`config.mk`:
```
export PLATFORM = sky130hd
export DESIGN_NAME = next_led_scheduler
export DESIGN_NICKNAME = d
export VERILOG_FILES = /design/src/rtl/next_kms_pkg.sv /design/src/rtl/next_hold_timer.sv /design/src/rtl/next_led_scheduler.sv
export SDC_FILE = /design/constraint.sdc
export NUM_CORES = 1
export LEC_CHECK = 0
export ABC_CLOCK_PERIOD_IN_PS = 5800
export CORE_MARGIN = 2
export CORE_UTILIZATION = 45
export DETAILED_ROUTE_END_ITERATION = 16
export PLACE_DENSITY = 0.71
export SLEW_MARGIN = 0
export SYNTH_ARGS = -nofsm -noshare
export SYNTH_HDL_FRONTEND = slang
export SYNTH_SLANG_ARGS = --single-unit
```
`constraint.sdc`:
```
create_clock -name clk -period 5.8 [get_ports clk]
set_clock_uncertainty 0.1 [all_clocks]
set_input_delay 1.16 -clock clk [delete_from_list [all_inputs] [get_ports clk]]
set_output_delay 1.16 -clock clk [all_outputs]
set_load 0.02 [all_outputs]
```
`src/rtl/next_kms_pkg.sv`:
```
`default_nettype none
// +--------------------------------------------------------------------------+
// | Module : next_kms_pkg                                                    |
// | Brief  : Shared types and LED pattern helpers for the NeXT               |
// |          keyboard/monitor bridge LED scheduler.                          |
// |          Contents: source enum, scheduler state enum, LED_RESET,         |
// |          pattern prefixes and pattern builder functions.                 |
// | Rev    : 1.0  initial release                                            |
// +--------------------------------------------------------------------------+
package next_kms_pkg;

  // Source currently owning the LEDs (value driven on the src port).
  typedef enum logic [1:0] {
    SRC_IDLE = 2'd0,
    SRC_KEY  = 2'd1,
    SRC_VOL  = 2'd2,
    SRC_MUTE = 2'd3
  } src_e;

  // Scheduler states share the source encoding so src is the state itself.
  typedef enum logic [1:0] {
    ST_IDLE      = 2'd0,
    ST_SHOW_KEY  = 2'd1,
    ST_SHOW_VOL  = 2'd2,
    ST_SHOW_MUTE = 2'd3
  } state_e;

  localparam logic [5:0] LED_RESET  = 6'b110011;

  localparam logic [0:0] c_pfx_key  = 1'b1;
  localparam logic [1:0] c_pfx_vol  = 2'b01;
  localparam logic [4:0] c_pfx_mute = 5'b00011;
  localparam logic [2:0] c_pfx_idle = 3'b000;

  function automatic logic [5:0] pat_key(input logic [4:0] code);
    return {c_pfx_key, code};
  endfunction

  function automatic logic [5:0] pat_vol(input logic [3:0] db);
    return {c_pfx_vol, db};
  endfunction

  function automatic logic [5:0] pat_mute(input logic muted);
    return {c_pfx_mute, muted};
  endfunction

  function automatic logic [5:0] pat_idle(input logic [2:0] dbg);
    return {c_pfx_idle, dbg};
  endfunction

endpackage
`default_nettype wire

```
`src/rtl/next_hold_timer.sv`:
```
`default_nettype none
// +--------------------------------------------------------------------------+
// | Module : next_hold_timer                                                 |
// | Brief  : Loadable down-counter with a zero flag.                         |
// |          Ports: clk, rst (async, active-high), load/load_val (load wins  |
// |          over dec), dec (decrement by one), zero (count == 0).           |
// | Rev    : 1.0  initial release                                            |
// +--------------------------------------------------------------------------+
module next_hold_timer #(
  parameter int unsigned      CNT_W     = 32,
  parameter logic [CNT_W-1:0] RESET_VAL = '0
) (
  input  logic             clk,
  input  logic             rst,
  input  logic             load,
  input  logic [CNT_W-1:0] load_val,
  input  logic             dec,
  output logic             zero
);

  logic [CNT_W-1:0] r_count;

  always_ff @(posedge clk or posedge rst) begin
    if (rst) begin
      r_count <= RESET_VAL;
    end else if (load) begin
      r_count <= load_val;
    end else if (dec) begin
      r_count <= r_count - 1'b1;
    end
  end

  assign zero = (r_count == '0);

endmodule
`default_nettype wire

```
`src/rtl/next_led_scheduler.sv`:
```
`default_nettype none
// +--------------------------------------------------------------------------+
// | Module : next_led_scheduler                                              |
// | Brief  : Time-shares the six active-low board LEDs between keycode,      |
// |          volume, mute and debug-bit requesters. Each event is held for a |
// |          per-source time; events arriving meanwhile wait one-deep per    |
// |          source and are served KEY > VOL > MUTE.                         |
// | Ports  : clk, rst (async, active-high), key_valid/key_code,              |
// |          vol_valid/vol_db, is_muted (level, edges are events), debug,    |
// |          led_n (active-low LEDs), src (0 idle,1 key,2 vol,3 mute), busy. |
// | Config : NEXT_LEDSCHED_VOL_EN compiles in the VOL and MUTE sources;      |
// |          without it only the KEY and IDLE paths exist.                   |
// | Rev    : 1.0  initial release                                            |
// +--------------------------------------------------------------------------+
module next_led_scheduler
  import next_kms_pkg::*;
#(
  parameter int unsigned HOLD_KEY  = 27000000,
  parameter int unsigned HOLD_VOL  = 13500000,
  parameter int unsigned HOLD_IDLE = 6750000,
  parameter int unsigned CNT_W     = 32
) (
  input  logic        clk,
  input  logic        rst,
  input  logic        key_valid,
  input  logic [15:0] key_code,
  input  logic        vol_valid,
  input  logic [11:0] vol_db,
  input  logic        is_muted,
  input  logic [2:0]  debug,
  output logic [5:0]  led_n,
  output logic [1:0]  src,
  output logic        busy
);

  localparam logic [CNT_W-1:0] c_reload_key  = CNT_W'(HOLD_KEY - 1);
  localparam logic [CNT_W-1:0] c_reload_vol  = CNT_W'(HOLD_VOL - 1);
  localparam logic [CNT_W-1:0] c_reload_idle = CNT_W'(HOLD_IDLE - 1);

  state_e           r_state, w_state_nx;
  logic [5:0]       r_led_buf, w_led_nx;
  logic             w_tmr_load, w_tmr_dec, w_tmr_zero;
  logic [CNT_W-1:0] w_tmr_val;
  logic             w_any_pend;

  // ---------------------------------------------------------------- KEY pending
  logic       r_kp;
  logic [4:0] r_key_data;
  logic       w_clr_key;

  // A new pulse in the same cycle as the clear keeps the flag set with new data.
  always_ff @(posedge clk or posedge rst) begin
    if (rst) begin
      r_kp       <= 1'b0;
      r_key_data <= '0;
    end else if (key_valid) begin
      r_kp       <= 1'b1;
      r_key_data <= key_code[4:0];
    end else if (w_clr_key) begin
      r_kp       <= 1'b0;
    end
  end

  logic w_unused_key;
  assign w_unused_key = ^key_code[15:5];

`ifdef NEXT_LEDSCHED_VOL_EN
  // ------------------------------------------------------- VOL / MUTE pending
  logic       r_vp, r_mp;
  logic [3:0] r_vol_data;
  logic       r_mute_data;
  logic       r_mute_prev, r_mute_armed;
  logic       w_clr_vol, w_clr_mute, w_mute_evt;

  // The armed bit suppresses a spurious MUTE event on the first clock out of
  // reset, when r_mute_prev has not yet seen the real is_muted level.
  assign w_mute_evt = r_mute_armed && (is_muted != r_mute_prev);

  always_ff @(posedge clk or posedge rst) begin
    if (rst) begin
      r_vp         <= 1'b0;
      r_vol_data   <= '0;
      r_mp         <= 1'b0;
      r_mute_data  <= 1'b0;
      r_mute_prev  <= 1'b0;
      r_mute_armed <= 1'b0;
    end else begin
      r_mute_prev  <= is_muted;
      r_mute_armed <= 1'b1;
      if (vol_valid) begin
        r_vp       <= 1'b1;
        r_vol_data <= vol_db[3:0];
      end else if (w_clr_vol) begin
        r_vp       <= 1'b0;
      end
      if (w_mute_evt) begin
        r_mp        <= 1'b1;
        r_mute_data <= is_muted;
      end else if (w_clr_mute) begin
        r_mp        <= 1'b0;
      end
    end
  end

  assign w_any_pend = r_kp | r_vp | r_mp;

  logic w_unused_ins;
  assign w_unused_ins = ^vol_db[11:4];
`else
  assign w_any_pend = r_kp;

  logic w_unused_ins;
  assign w_unused_ins = ^{vol_valid, vol_db, is_muted, c_reload_vol};
`endif

  // ---------------------------------------------------------------- hold timer
  next_hold_timer #(
    .CNT_W     (CNT_W),
    .RESET_VAL (c_reload_idle)
  ) u_timer (
    .clk      (clk),
    .rst      (rst),
    .load     (w_tmr_load),
    .load_val (w_tmr_val),
    .dec      (w_tmr_dec),
    .zero     (w_tmr_zero)
  );

  // ---------------------------------------------------------------- FSM
  always_ff @(posedge clk or posedge rst) begin
    if (rst) begin
      r_state   <= ST_IDLE;
      r_led_buf <= LED_RESET;
    end else begin
      r_state   <= w_state_nx;
      r_led_buf <= w_led_nx;
    end
  end

  always_comb begin
    w_state_nx = r_state;
    w_led_nx   = r_led_buf;
    w_tmr_load = 1'b0;
    w_tmr_val  = c_reload_idle;
    w_tmr_dec  = 1'b0;
    w_clr_key  = 1'b0;
`ifdef NEXT_LEDSCHED_VOL_EN
    w_clr_vol  = 1'b0;
    w_clr_mute = 1'b0;
`endif
    // IDLE hands over as soon as anything is pending; a SHOW state only hands
    // over when its hold counter has run out.
    if ((r_state == ST_IDLE) ? !w_any_pend : !w_tmr_zero) begin
      if ((r_state == ST_IDLE) && w_tmr_zero) begin
        w_led_nx   = pat_idle(debug);
        w_tmr_load = 1'b1;
        w_tmr_val  = c_reload_idle;
      end else begin
        w_tmr_dec  = 1'b1;
      end
    end else if (r_kp) begin
      w_state_nx = ST_SHOW_KEY;
      w_led_nx   = pat_key(r_key_data);
      w_tmr_load = 1'b1;
      w_tmr_val  = c_reload_key;
      w_clr_key  = 1'b1;
    end
`ifdef NEXT_LEDSCHED_VOL_EN
    else if (r_vp) begin
      w_state_nx = ST_SHOW_VOL;
      w_led_nx   = pat_vol(r_vol_data);
      w_tmr_load = 1'b1;
      w_tmr_val  = c_reload_vol;
      w_clr_vol  = 1'b1;
    end else if (r_mp) begin
      w_state_nx = ST_SHOW_MUTE;
      w_led_nx   = pat_mute(r_mute_data);
      w_tmr_load = 1'b1;
      w_tmr_val  = c_reload_vol;
      w_clr_mute = 1'b1;
    end
`endif
    else begin
      // Hold finished with nothing waiting: show debug bits right away.
      w_state_nx = ST_IDLE;
      w_led_nx   = pat_idle(debug);
      w_tmr_load = 1'b1;
      w_tmr_val  = c_reload_idle;
    end
  end

  assign led_n = ~r_led_buf;
  assign src   = r_state;
  assign busy  = (r_state != ST_IDLE);

endmodule
`default_nettype wire

```
Word-level counts from Yosys, hierarchy flattened. Index checks and enable logic that the tools add are counted.

Multiplexer cells: 17. Reductions and logical operators: 8. Bitwise logic cells: 1. $add $sub $neg: 1. Equality and inequality tests: 1.

Operators by type and width (count): 32-bit two-way mux (2); 25-bit two-way mux (2); 32-bit logical NOT (1); 32-bit by 1-bit subtractor with 32-bit output, second input constant (1); 6-bit two-way mux (3); 1-bit two-way mux (10); 6-bit inverter (1); 2-bit nonzero test (3); 1-bit logical NOT (2); 2-bit logical NOT (1); 2-bit by 1-bit != test with 1-bit output, second input constant (1); 1-bit logical AND (1).

Bits of input ports: 36. Output and inout port bits: 9. Bits in registers: 46. Word-level logic and storage cells: 33.

Depth between registers and ports, before layout. Gate-level depths: netlist (run 1).

Depth after elaboration: 6. Mapped depth: 8. Depth with buffers taken out: 7.

Hierarchy. A second synthesis (run 1) with hierarchy kept.

Cells, all modules: 260. Area, all modules: 2516.2 µm².

Modules (own cells, without submodules): next_hold_timer (sequential area each 822.0 µm², cells an instance 211, instances 1, area each 1939.4 µm²); next_led_scheduler (sequential area each 330.3 µm², cells an instance 49, instances 1, area each 576.8 µm²).

Least setup slack after synthesis (run 1). OpenSTA, ideal clock, no wires.

Path type: reg2reg. Start: register u_timer.r_count[27]. End: register u_timer.r_count[23]. Setup slack: 3.340 ns. Library setup time: 0.124 ns. Cell stages (with the launch flop): 7. Clock period less this slack: 2.460 ns. Required time: 5.576 ns. Arrival: 2.236 ns. Cell sequence: dfrtp_1 -> or4_4 -> or3_4 -> nor4_4 -> buf_6 -> nor3_1 -> a211o_1.

Word-level cells in the longest chain between the ends: 5. Elaborated cells between the ends (all ways): 11. Classes of those cells: 7 x mux; 4 x reduce/logical.

Ends and longest elaborated chain: start: declaration (line next_hold_timer.sv:21) `logic [CNT_W-1:0] r_count;`; start signal: assignment (line next_hold_timer.sv:27) `r_count <= load_val;`; start signal: assignment (line next_hold_timer.sv:29) `r_count <= r_count - 1'b1;`; 32-bit logical NOT (*) (line next_hold_timer.sv:33) `assign zero = (r_count == '0);`; 1-bit logical NOT / 1-bit logical AND (equally long branches) (line next_led_scheduler.sv:153, next_led_scheduler.sv:154); 1-bit two-way mux, on equally long branches (line next_led_scheduler.sv:153, next_led_scheduler.sv:154); 25-bit two-way mux / 1-bit two-way mux (equally long branches) (line next_led_scheduler.sv:153) `if ((r_state == ST_IDLE) ? !w_any_pend : !w_tmr_zero) begin`; 32-bit two-way mux / 2-bit nonzero test (equally long branches).

Mark *: on every way between the ends. The rest lies on a longest branch, timed or not. A chain may end at the register's enable or synchronous reset.

Final worst setup path (run 1).
Start: register u_timer.r_count[8]. End: register r_led_buf[3].

Word-level cells in the longest chain between the ends: 4. Elaborated cells between the ends (all ways): 6. Classes of those cells: 1 x eq/ne; 2 x mux; 3 x reduce/logical.

Ends and longest elaborated chain: 32-bit logical NOT (*) (line next_hold_timer.sv:33); 1-bit logical NOT (line next_led_scheduler.sv:153); 1-bit two-way mux (line next_led_scheduler.sv:153); 2-bit by 1-bit != test with 1-bit output (no line) / 6-bit two-way mux (equally long branches); end signal: assignment (line next_led_scheduler.sv:136) `r_led_buf <= w_led_nx;`; end: declaration (line next_led_scheduler.sv:41) `logic [5:0] r_led_buf, w_led_nx;`.

Marked as above.

==> impl_metrics.env, run 1 <==
export IMPL_result_of_the_run="completed"
export IMPL_grt_usage_pct=17.6
export IMPL_finalHoldViolations=0
export IMPL_cp_arrival_ns=3.00
export IMPL_row_cnt=25
export IMPL_port_buffer_count=18
export IMPL_p_leak_nw=0.985
export IMPL_yosys_register_bits=45
export IMPL_x_dimension_of_the_die_um=75.2
export IMPL_syn_nets=254
export IMPL_yosys_most_used_dff="sky130_fd_sc_hd__dfrtp_1"
export IMPL_hp_start="u_timer.r_count[0]"
export IMPL_detailed_route_drc_error_count=0
export IMPL_num_io_pins=45
export IMPL_antenna_cells=0
export IMPL_ir_drop_uv=149
export IMPL_tightestPinTransition_ns=0.810
export IMPL_rd_place_congestion=0.779
export IMPL_dp_hpwl_um=2770
export IMPL_routed_via_density=5.31
export IMPL_layout_nets=268
export IMPL_wire_length_of_the_first_global_routing_pass_um=7480
export IMPL_post_cts_resize_count=0
export IMPL_ctsHtreeMaxLevel=2
export IMPL_yosysTopAreaCellShare_pct=26.3
export IMPL_syn_inst=217
export IMPL_yosys_area_top_type="sky130_fd_sc_hd__dfrtp_1"
export IMPL_seq_area_frac_synth_pct=50.5
export IMPL_final_min_clock_period_ns=2.91
export IMPL_power_density_nw_per_um2=211
export IMPL_cts_root_buf="sky130_fd_sc_hd__clkbuf_8"
export IMPL_dieHeight_um=75.2
export IMPL_synth_cell_area_um2=2280
export IMPL_number_of_synthesized_flops_with_an_enable_pin=0
export IMPL_critical_path_class="register to register"
export IMPL_clkSlewWorstSetupHoldPaths_ns=0.09
export IMPL_initial_utilization_pct=47.3
export IMPL_synth_top_cells_by_area="sky130_fd_sc_hd__dfrtp_1, sky130_fd_sc_hd__dfstp_2, sky130_fd_sc_hd__xnor2_1"
export IMPL_critical_path_startpoint="u_timer.r_count[8]"
export IMPL_worst_slew_margin_rel_pct=45.6
export IMPL_synthesis_area_per_instance_um2=10.5
export IMPL_critical_path_required_ns=5.89
export IMPL_hold_buffers=0
export IMPL_cts_buffer_count=5
export IMPL_clock_fmax_mhz=344
export IMPL_grt_setup_unrepaired="no"
export IMPL_yosysMostFrequentCell="sky130_fd_sc_hd__dfrtp_1"
export IMPL_end_kind="register"
export IMPL_max_root_sink_buffers=2
export IMPL_detailedRoute_firstIterationViolations=69
export IMPL_timing_critical_path_fanout_max=14
export IMPL_finalSetupViolations=0
export IMPL_detailroute_via_count=1587
export IMPL_layout_cells_sized_above_1_pct=22.0
export IMPL_max_cap_viol_count=0
export IMPL_final_antenna_net_count=0
export IMPL_critical_path_startpoint_type="register"
export IMPL_number_of_iterations_in_the_first_detailed_routing_pass=4
export IMPL_pin_count_of_the_biggest_net_entering_global_routing=46
export IMPL_layout_area_overhead_vs_synth_pct=13.1
export IMPL_clock_sinks=45
export IMPL_finalWirelength_um=4120
export IMPL_place_worst_setup_slack_ns=2.87
export IMPL_floorplan_die_area_um2=5650
export IMPL_setup_total_negative_slack_ns=0
export IMPL_layout_filler_cells=457
export IMPL_synthArstFlopShare_pct=100
export IMPL_synth_yosys_warnings=0
export IMPL_synth_cell_type_count=43
export IMPL_sum_of_overflow_across_all_layers_after_global_routing=0
export IMPL_yosys_top_cells_count="sky130_fd_sc_hd__dfrtp_1, sky130_fd_sc_hd__dfstp_2, sky130_fd_sc_hd__nor2_1, sky130_fd_sc_hd__xnor2_1"
export IMPL_final_min_period_over_clock_period_pct=50.2
export IMPL_cts_tree="built"
export IMPL_post_cts_repair_setup_buffers=0
export IMPL_critical_path_cell_chain="nor4_1 -> nand3_1 -> nor4_4 -> a21oi_1 -> buf_4 -> a22o_1"
export IMPL_hp_class="register to register"
export IMPL_antenna_found_initial=0
export IMPL_routed_wire_per_std_cell_um=13.8
export IMPL_drv_slew=0
export IMPL_coreArea_um2=4820
export IMPL_clk_latency_ns=0.30
export IMPL_timing_rr_start="u_timer.r_count[8]"
export IMPL_via_count_of_the_first_global_routing_pass=1550
export IMPL_post_route_worst_setup_slack_ns=2.89
export IMPL_timing_critical_path_slowest_cell_delay_ns=0.86
export IMPL_crit_path_top_delay_cell="sky130_fd_sc_hd__nor4_4"
## metal layers
layer / track usage, % / vias up / part of all wire, %
met3: 5.22 / 4 / 3.1
met2: 26.8 / 29 / 47
met1: 24.9 / 775 / 49
met5: 0 / - / 0
li1: - / 779 / -
met4: 4.09 / 0 / 0.92
## per-stage QoR
stage | cells | power, mW | cell area, um^2 | util, % | hold slack, ns
3_3_place_gp | 291 | 0.357 | 2490 | 51.7 | 0.359
5_1_grt | 299 | 0.571 | 2580 | 53.5 | 0.406
2_1_floorplan | 217 | 0.344 | 2280 | - | 0.340
4_1_cts | 299 | 0.551 | 2580 | 53.5 | 0.384
6_report | 299 | 0.545 | 2580 | 53.5 | 0.382
3_5_place_dp | 291 | 0.358 | 2490 | 51.7 | 0.363
## state kept, by name, indices dropped and copies added, names as in the netlist
register / flops
r_kp: 1
u_timer.r_count: 32
r_led_buf: 6
r_key_data: 5
src: 1
## path summary, 6_finish.rpt
kind | to | slack, ns | cells past startpoint
setup / recovery | r_led_buf[3] | 2.89 | 6
hold / removal | u_timer.r_count[0] | 0.38 | 1
setup reg to reg | r_led_buf[3] | 2.89 | 6
hold reg to reg | u_timer.r_count[0] | 0.38 | 1
max in group asynchronous | u_timer.r_count[17] | 4.00 | 3
min in group asynchronous | r_key_data[4] | 1.20 | 3
## logic make-up after synthesis
kind of cell / count (synthesis) / share of synthesized area [%]
and+or+nand+nor: 86 / 21.4
DFF: 45 / 50.5
buffers and inverters: 27 / 5.27
AOI/OAI and AO/OA: 25 / 9.06
xor gates and xnor gates: 24 / 9.22
muxes: 8 / 3.79
adders and majority gates: 1 / 0.549
other: 1 / 0.164
## cell type report
| class | instances | area (um^2) | area share (%) |
|---|---|---|---|
| tap | 67 | 83.8 | 3.25 |
| multi-input combinational | 145 | 1010 | 39.1 |
| timing repair buffer | 20 | 195 | 7.57 |
| inverter | 14 | 52.6 | 2.04 |
| clock inverter | 2 | 15.0 | 0.582 |
| sequential | 45 | 1150 | 44.7 |
| clock buffer | 6 | 72.6 | 2.81 |
## where the power goes
part	internal, mW	switching, mW
clock	0.0850	0.108
sequential	0.320	0.00289
combinational	0.0146	0.0141
## cell usage in the layout, fill, tap and decap left out, types with 3 or more instances in the layout
| cell type | n |
|---|---|
| sky130_fd_sc_hd__xnor2_1 | 17 |
| sky130_fd_sc_hd__dfstp_2 | 21 |
| sky130_fd_sc_hd__nor3_1 | 14 |
| sky130_fd_sc_hd__nand2_1 | 13 |
| sky130_fd_sc_hd__mux2_2 | 5 |
| sky130_fd_sc_hd__xor2_1 | 7 |
| sky130_fd_sc_hd__or4_1 | 4 |
| sky130_fd_sc_hd__nor2_1 | 19 |
| sky130_fd_sc_hd__o21ai_0 | 8 |
| sky130_fd_sc_hd__mux2i_1 | 3 |
| sky130_fd_sc_hd__a221oi_2 | 3 |
| sky130_fd_sc_hd__or2_2 | 5 |
| sky130_fd_sc_hd__nor4_1 | 9 |
| sky130_fd_sc_hd__or3_1 | 8 |
| sky130_fd_sc_hd__nand3_1 | 3 |
| sky130_fd_sc_hd__dfrtp_1 | 24 |
| sky130_fd_sc_hd__clkdlybuf4s50_1 | 18 |
| sky130_fd_sc_hd__inv_1 | 13 |
| sky130_fd_sc_hd__clkbuf_8 | 5 |
| sky130_fd_sc_hd__o31ai_1 | 3 |
## critical path: cells and delay by family (launching register included)
kind / cells / cell delay (ns)
AND/OR/NAND/NOR: 3 / 1.78
flip-flops: 1 / 0.40
AO/OA/AOI/OAI: 2 / 0.28
buffers and inverters: 1 / 0.23
Power figures use the tool's default switching activity.
==> run 2, diff against run 1 <==
ABC_CLOCK_PERIOD_IN_PS = 2850   (was 5800)
clock period = 2.85 ns   (was 5.8 ns; I/O delays follow)
==> run 2 against run 1 <==
  * Clock power increased by 100%
  * Maximum frequency increased by 11%
  * Sequential power increased by 100%
  * Largest cell class unchanged
==> impl_metrics.env, run 2 (synthesis results as in run 1) <==
export IMPL_number_of_iterations_in_the_first_detailed_routing_pass=4
export IMPL_tightestPinTransition_ns=1.18
export IMPL_clock_sinks=45
export IMPL_grt_usage_pct=17.8
export IMPL_area_after_detailed_placement_um2=2550
export IMPL_hp_start="u_timer.r_count[0]"
export IMPL_final_util_pct=54.7
export IMPL_groute_layer_met2_usage_pct=28.1
export IMPL_end_kind="register"
export IMPL_place_worst_setup_slack_ns=0.152
export IMPL_most_common_layout_cells="sky130_fd_sc_hd__dfrtp_1, sky130_fd_sc_hd__dfstp_2, sky130_fd_sc_hd__nor2_1"
export IMPL_layout_cells_most_common="sky130_fd_sc_hd__dfrtp_1"
export IMPL_rd_place_congestion=0.765
export IMPL_cts_buffer_count=5
export IMPL_hold_end="u_timer.r_count[0]"
export IMPL_fin_hold_ws_ns=0.385
export IMPL_antenna_found_initial=0
export IMPL_power_density_nw_per_um2=420
export IMPL_detailedRoute_firstIterationViolations=102
export IMPL_wire_length_of_the_first_global_routing_pass_um=7490
export IMPL_port_buffer_count=18
export IMPL_final_antenna_net_count=0
export IMPL_ir_drop_uv=275
export IMPL_worst_slew_margin_rel_pct=21.6
export IMPL_cts_tree="built"
export IMPL_max_cap_viol_count=0
export IMPL_post_cts_resize_count=0
export IMPL_grt_use_met3_pct=5.22
export IMPL_timing_critical_path_fanout_max=14
export IMPL_setup_total_negative_slack_ns=0
export IMPL_post_cts_repair_setup_buffers=0
export IMPL_routed_via_density=5.29
export IMPL_result_of_the_run="completed"
export IMPL_placed_cells_incl_taps=297
export IMPL_clock_fmax_mhz=380
export IMPL_ctsHtreeMaxLevel=2
export IMPL_dp_hpwl_um=3020
export IMPL_pin_count_of_the_biggest_net_entering_global_routing=25
export IMPL_antenna_cells=0
export IMPL_critical_path_class="register to register"
export IMPL_reg2regPathDepth=6
export IMPL_row_cnt=25
export IMPL_hp_class="register to register"
export IMPL_layout_cells_sized_above_1_pct=23.9
export IMPL_grt_busiest_layer="met2"
export IMPL_floorplan_die_area_um2=5650
export IMPL_critical_path_startpoint_type="register"
export IMPL_finalSetupViolations=0
export IMPL_r2r_setup_slack_ns=0.22
export IMPL_cts_root_buf="sky130_fd_sc_hd__clkbuf_8"
export IMPL_dieHeight_um=75.2
export IMPL_post_route_worst_setup_slack_ns=0.221
export IMPL_routed_wire_per_std_cell_um=14.2
export IMPL_layout_filler_cells=444
export IMPL_largestRegisters="u_timer.r_count (32), r_led_buf (6), r_key_data (5)"
export IMPL_drv_slew=0
export IMPL_timing_rr_start="u_timer.r_count[0]"
export IMPL_cp_arrival_ns=2.68
export IMPL_finalWirelength_um=4340
export IMPL_detailed_route_drc_error_count=0
export IMPL_groute_layer_met1_usage_pct=24.1
export IMPL_sum_of_overflow_across_all_layers_after_global_routing=0
export IMPL_clk_latency_ns=0.30
export IMPL_grt_setup_unrepaired="no"
export IMPL_x_dimension_of_the_die_um=75.2
export IMPL_num_io_pins=45
export IMPL_layout_area_overhead_vs_synth_pct=15.6
export IMPL_max_flop_register="u_timer.r_count"
export IMPL_crit_reg2reg_capture="u_timer.r_count[17]"
export IMPL_final_min_period_over_clock_period_pct=92.2
export IMPL_finalHoldViolations=0
export IMPL_hold_path_cell_count=1
export IMPL_clkSlewWorstSetupHoldPaths_ns=0.09
export IMPL_totalPowerFinal_mw=1.11
export IMPL_coreArea_um2=4820
export IMPL_initial_utilization_pct=47.3
export IMPL_final_min_clock_period_ns=2.63
export IMPL_p_leak_nw=1.02
export IMPL_detailroute_via_count=1612
export IMPL_layout_cells_non_filler=305
export IMPL_critical_path_required_ns=2.90
export IMPL_max_root_sink_buffers=2
export IMPL_via_count_of_the_first_global_routing_pass=1595
export IMPL_final_design_area_no_fill_um2=2640
export IMPL_layout_nets=274
export IMPL_hold_buffers=0
export IMPL_largest_register_ff_count=32
run 2: changes by cell type in the layout (fill, tap and decap cells not counted):
cell | before | now
sky130_fd_sc_hd__buf_4 | 2 | 7
sky130_fd_sc_hd__buf_12 | 0 | 1
run 2: layout make-up:
cell class	count	area (um^2)	share of cell area, %
flip-flops and latches	45	1150	43.7
multi-input cells	145	1010	38.2
repair buffers	26	253	9.59
well taps	67	83.8	3.18
clock buffers	6	72.6	2.75
inverters	14	52.6	1.99
clock inverters	2	15.0	0.570
run 2: worst max-delay path: stages (launching register included):
cell and delay (ns):
sky130_fd_sc_hd__dfstp_2 0.57, sky130_fd_sc_hd__inv_1 0.05, sky130_fd_sc_hd__ha_1 0.25, sky130_fd_sc_hd__or3b_2 0.26, sky130_fd_sc_hd__nor4_4 0.04, sky130_fd_sc_hd__a21oi_1 0.90
sky130_fd_sc_hd__o311ai_0 0.31
run 2: per-layer routing:
metal | up-vias | part of all wire, %
met5 | - | 0
li1 | 788 | -
met2 | 32 | 50
met1 | 790 | 46
met3 | 2 | 3.5
met4 | 0 | 0.44
run 2: power by group:
part           switching (mW)  leakage, nW  internal, mW
combinational          0.0289        0.482        0.0316
clock                   0.216       0.0374         0.173
sequential            0.00600        0.500         0.652
total                   0.251         1.02         0.856
run 2: how the worst max path moves through the flow:
stage	to	cells after the start	start	slack, ns
6_report	u_timer.r_count[17]	6	u_timer.r_count[0]	0.22
5_1_grt	u_timer.r_count[17]	6	u_timer.r_count[0]	0.01
4_1_cts	u_timer.r_count[17]	6	u_timer.r_count[0]	0.13
3_5_place_dp	u_timer.r_count[17]	6	u_timer.r_count[0]	0.15
3_3_place_gp	u_timer.r_count[17]	6	u_timer.r_count[0]	0.21
2_1_floorplan	u_timer.r_count[23]	6	u_timer.r_count[27]	0.39
